<file path="src/rtl/ret_stack.sv">
// ret_stack: hardware return-address stack that sits beside the program counter.
// It decodes CALL / RET / JMP requests, pushes pc+1 on CALL, pops on RET, and
// drives a combinational load strobe and load value so the PC and the stack
// update on the same clock edge.
//
// Optional feature: define RET_STACK_OVF_TRAP_EN to turn overflow and underflow
// into traps (jump to TRAP_VEC and set fault). When the macro is not defined,
// overflow overwrites the oldest entry circularly, and underflow sets fault
// without loading the PC.
module ret_stack #(
    parameter int         DEPTH    = 8,
    parameter logic [7:0] TRAP_VEC = 8'hF0
) (
    input  logic                     clk,
    input  logic                     rst,
    input  logic                     en,
    input  logic                     call,
    input  logic                     ret,
    input  logic                     jump,
    input  logic [7:0]               target,
    input  logic [7:0]               pc,
    input  logic                     clr_fault,
    output logic                     load,
    output logic [7:0]               next,
    output logic [$clog2(DEPTH):0]   count,
    output logic                     full,
    output logic                     empty,
    output logic                     fault
);

    localparam int            PW      = $clog2(DEPTH);
    localparam logic [PW:0]   FULLCNT = (PW+1)'(DEPTH);

    // Entries live in a circular buffer. r_wp points one past the newest entry.
    // When the buffer is full, that slot is also the oldest entry, so an
    // overwriting push naturally lands on the oldest entry.
    logic [7:0]    r_mem [DEPTH];
    logic [PW-1:0] r_wp;
    logic [PW:0]   r_count;
    logic          r_fault;

    logic [1:0]    w_nreq;
    logic [PW-1:0] w_topIdx;
    logic [7:0]    w_top;
    logic          w_doPush;
    logic          w_doPop;
    logic          w_setFault;

    assign w_nreq   = {1'b0, call} + {1'b0, ret} + {1'b0, jump};
    assign w_topIdx = r_wp - 1'b1;
    assign w_top    = r_mem[w_topIdx];

    assign count = r_count;
    assign full  = (r_count == FULLCNT);
    assign empty = (r_count == '0);
    assign fault = r_fault;

    // Decode the request into PC load outputs plus push/pop/fault actions.
    // Illegal combinations of requests only raise fault; the stack is not touched.
    always_comb begin
        load       = 1'b0;
        next       = 8'h00;
        w_doPush   = 1'b0;
        w_doPop    = 1'b0;
        w_setFault = 1'b0;
        if (en) begin
            if (w_nreq > 2'd1) begin
                w_setFault = 1'b1;
            end else if (jump) begin
                load = 1'b1;
                next = target;
            end else if (call) begin
                if (!full) begin
                    load     = 1'b1;
                    next     = target;
                    w_doPush = 1'b1;
                end else begin
`ifdef RET_STACK_OVF_TRAP_EN
                    load       = 1'b1;
                    next       = TRAP_VEC;
                    w_setFault = 1'b1;
`else
                    load     = 1'b1;
                    next     = target;
                    w_doPush = 1'b1;
`endif
                end
            end else if (ret) begin
                if (!empty) begin
                    load    = 1'b1;
                    next    = w_top;
                    w_doPop = 1'b1;
                end else begin
                    w_setFault = 1'b1;
`ifdef RET_STACK_OVF_TRAP_EN
                    load = 1'b1;
                    next = TRAP_VEC;
`endif
                end
            end
        end
    end

    // Pointer and occupancy. A push while full advances the pointer but holds the count at DEPTH.
    always_ff @(posedge clk or posedge rst) begin
        if (rst) begin
            r_wp    <= '0;
            r_count <= '0;
        end else if (w_doPush) begin
            r_wp <= r_wp + 1'b1;
            if (!full) begin
                r_count <= r_count + 1'b1;
            end
        end else if (w_doPop) begin
            r_wp    <= r_wp - 1'b1;
            r_count <= r_count - 1'b1;
        end
    end

    // Entry storage holds the return address pc+1, which wraps modulo 256. It needs no reset.
    always_ff @(posedge clk) begin
        if (w_doPush) begin
            r_mem[r_wp] <= pc + 8'd1;
        end
    end

    // Sticky fault flag. A new fault event in the same cycle beats clr_fault.
    always_ff @(posedge clk or posedge rst) begin
        if (rst) begin
            r_fault <= 1'b0;
        end else if (w_setFault) begin
            r_fault <= 1'b1;
        end else if (clr_fault) begin
            r_fault <= 1'b0;
        end
    end

endmodule

</file>
<file path="config.mk">
export PLATFORM = sky130hd
export DESIGN_NAME = ret_stack
export DESIGN_NICKNAME = d
export VERILOG_FILES = /design/src/rtl/ret_stack.sv
export SDC_FILE = /design/constraint.sdc
export NUM_CORES = 1
export LEC_CHECK = 0
export CAP_MARGIN = 20
export CORE_MARGIN = 8
export CORE_UTILIZATION = 55
export CTS_CLUSTER_DIAMETER = 200
export DETAILED_ROUTE_END_ITERATION = 12
export PLACE_DENSITY = 0.79
export SLEW_MARGIN = 10
export SYNTH_ARGS = -nofsm -noshare
export SYNTH_HDL_FRONTEND = slang
export SYNTH_SLANG_ARGS = --single-unit
</file>
<file path="constraint.sdc">
create_clock -name clk -period 2.9 [get_ports clk]
set_clock_uncertainty 0.15 [all_clocks]
set_input_delay 0.435 -clock clk [delete_from_list [all_inputs] [get_ports clk]]
set_output_delay 0.435 -clock clk [all_outputs]
set_load 0.05 [all_outputs]
</file>
==> results by group <==
Die
  – Die X: just over 90 um
  – Rows: 28
  – # IOs: 39
  – Die H: approximately 93 um
  – Starting Density: ~56%
  – Die area: between 0.008 and 0.009 mm^2
  – Core area: 0.005816 mm^2

Synthesis
  – Post-Syn Area: approximately 0.0033 mm^2
  – Post-synthesis sequential area ratio: roughly 65%
  – Post-synth EDFFs: between 60 and 70
  – Yosys warnings: 0
  – Simple-Gate Fraction of Synth Area: 7.264%
  – Synth Area in Compound Gates: 4.958%
  – Post-synthesis register bit count: 72
  – Post-Synthesis Cells: between 150 and 200
  – Synthesized net count: between 200 and 250
  – FFs w/ async S/R, synth: between 10% and 20%
  – Synth Area in Adders: approximately 2.7%
  – Distinct cell type count after synthesis: 36
  – Largest family of logic cells by synthesized area: multiplexers
  – Post-Synth XOR/XNOR Area: approximately 3.7%
  – Avg Inst Size Synth: 16.53 um^2
  – Mux share of post-synthesis cell area: about 14%
  – Main synth FF type: edfxtp_1

Route
  – Final ANT Viol Nets: 0
  – Initial drt markers: 126
  – Wire per inst: between 15 and 20 um
  – Drt drc: 0
  – Final wirelength: approximately 6700 um
  – Vias/cell: between 5 and 6
  – Vias: a little under 2000
  – First-pass DRT Iterations: 4

Global route
  – GRT Util Overall: 16.78%
  – Aggregate global routing overflow: 0
  – Pin count of the biggest net entering global routing: 13
  – First-pass GRT wire length: between 10000 and 15000 um
  – Initial antenna violation count: 0
  – Vias in the first global route: 2131

Layout
  – Share of layout cells above drive strength 1: ~33%
  – N_diodes: 0
  – Area Growth Syn to Fin: 27.17%
  – Non-filler instance count after layout: 350
  – Final #Nets: 300
  – Most frequent cells in the layout: edfxtp_1, buf_4, clkdlybuf4s50_1
  – Commonest non-fill, non-tap cell in the layout: edfxtp_1

Clock tree
  – Clk slew on worst S/H paths: roughly 70 ps
  – Root Buffer Master: clkbuf_8
  – Post-CTS Setup Bufs: 0
  – Clock latency on the worst-skew pair: roughly 330 ps
  – Htree depth: 3
  – CTS tree: done
  – Sink Count: approximately 70
  – Post-CTS sizing: 0
  – Hold_buf cts: 0
  – CTS max path bufs: 2
  – CTS Buf Count: 9

STA
  – Final setup violating endpoints: 0
  – Max-slew violation count: 0
  – RSZ-0062 raised after global routing: no
  – Final Cycle Share: between 90% and 100%
  – Actual slew at the worst max-slew pin: just under 600 ps
  – Final setup margin: between 100 and 150 ps
  – Max Clock Freq: ~360 MHz
  – Fin. Hold Viols: 0
  – Slew headroom: between 60 and 70%
  – Final critical-path required period: ~2800 ps

Critical path
  – Worst r2r path cells: 5
  – Crit path required time: 2320 ps
  – Crit-path cells: clkdlybuf4s50_1, inv_1, ha_1, nand2b_1, nand3b_2, nor2_2, buf_4, nand2_1, o21ai_2, buf_4
  – Reg2Reg Setup Slack: 860 ps
  – Slowest stage delay, CP: around 480 ps
  – Worst setup SP type: primary input
  – CP endpoint kind: output port
  – FF-to-FF End: count[1]
  – Crit path max-delay cell type: clkdlybuf4s50_1
  – Crit-path most repeated cell: buf_4
  – CP Data Arrival Time: around 2200 ps
  – Critical path class: in2out
  – Worst reg2reg startpoint: count[0]
  – Critical path peak fanout: 5

Pwr
  – Switch Pwr: 0.001246 W
  – Pwr/cell area: between 800 and 900 mW/mm^2
  – Comb power frac: a little over two fifths
  – Clock Power Share: a little under a fifth
  – Sw frac: 36.08%
  – Pleak: ~1.5 nW
  – Max VDD drop: 0.5633 mV
  – Power share of the sequential group: around two fifths
  – Internal power: around 0.0022 W

Place
  – Port Buf Inserts: 38
  – Hpwl dp: about 4800 um
  – Cells after DPL: between 300 and 400
  – Final GP Congestion: 0.7922
  – Dpl ws: between 15 and 20 ps

Flow run
  – Max_cap viols: 0

Min path
  – Min-delay worst type: in2async

Status
  – Status: completed
[Yosys cell counts (3+ instances only)]
library cell	number	area share (%)
nand3_1	5	0.77
nor4_1	4	0.77
nand2_1	17	2.0
a21oi_1	3	0.46
xnor2_1	5	1.3
inv_1	7	0.81
o21ai_1	5	0.77
dfrtp_1	8	6.1
xor2_1	7	1.9
mux4_2	16	11
nor3_1	4	0.61
ha_1	7	2.7
mux2i_1	8	2.5
o21ai_0	7	1.1
edfxtp_1	64	59
nor2_1	7	0.81
[sequential cells by signal, summed over array words and instances, names as in the netlist]
signal / flops
fault: 1
r_wp: 3
r_mem: 64
count: 4
[stage by stage]
stage	area (um^2)	hold slack [ps]	TNS [ps]	power [W]	utilization, %
4_1_cts	4120	189.2	0	0.003476	70.85
3_3_place_gp	3958	377.3	0	0.002797	68.05
6_report	4140	197.6	0	0.003455	71.19
2_1_floorplan	3284	100.7	-134.6	0.002405	-
5_1_grt	4140	217.7	0	0.003623	71.19
3_5_place_dp	3958	416.1	0	0.002829	68.05
[cell type report]
cell class                 instances  area, um^2
clock buffer                       9       123.9
clock inverter                     7       38.79
fill                             424        1675
inverter                           8       30.03
multi-input combinational        111        1106
sequential                        72        2123
tap                               75       93.84
timing repair buffer              68       624.3
[worst max path at each step]
| stage | from | endpoint |
|---|---|---|
| after CTS | jump | next[2] |
| after detailed placement | jump | r_mem[1][0] |
| after global placement | jump | next[2] |
| after global routing | jump | next[7] |
| after floorplan | r_wp[0] | next[2] |
| final | jump | next[3] |
[power by group through the flow]
stage | clock network, W | registers [W] | logic, W
floorplan | 0 | 0.00142 | 0.000989
global placement | 0 | 0.00135 | 0.00145
detailed placement | 0 | 0.00136 | 0.00147
CTS | 0.000666 | 0.00134 | 0.00147
global route | 0.000697 | 0.00135 | 0.00158
finish | 0.000653 | 0.00134 | 0.00147
[cell families after synthesis]
| family | count (synthesis) |
|---|---|
| compound gates | 21 |
| flops | 72 |
| xor+xnor | 13 |
| buf+inv | 14 |
| fa+ha+maj | 7 |
| simple gates | 45 |
| mux | 25 |
[metal layers]
| layer | wire length (um) | vias up | share of wire [%] | track usage [%] |
|---|---|---|---|---|
| met1 | 2858 | 997 | 43 | 20.24 |
| met2 | 3439 | 48 | 52 | 27.75 |
| met3 | 289 | 10 | 4.3 | 4.207 |
| met5 | 0 | - | 0 | 0 |
| met4 | 81 | 0 | 1.2 | 7.651 |
| li1 | - | 909 | - | - |
[worst max-delay path, delay by kind of cell]
kind	cells	cell delay, ps
AND/OR/NAND/NOR	4	540
buffers and inverters	4	910
adder cells (fa/ha/maj)	1	270
AO/OA/AOI/OAI	1	60
No activity file was read; power rests on OpenSTA's default activity.
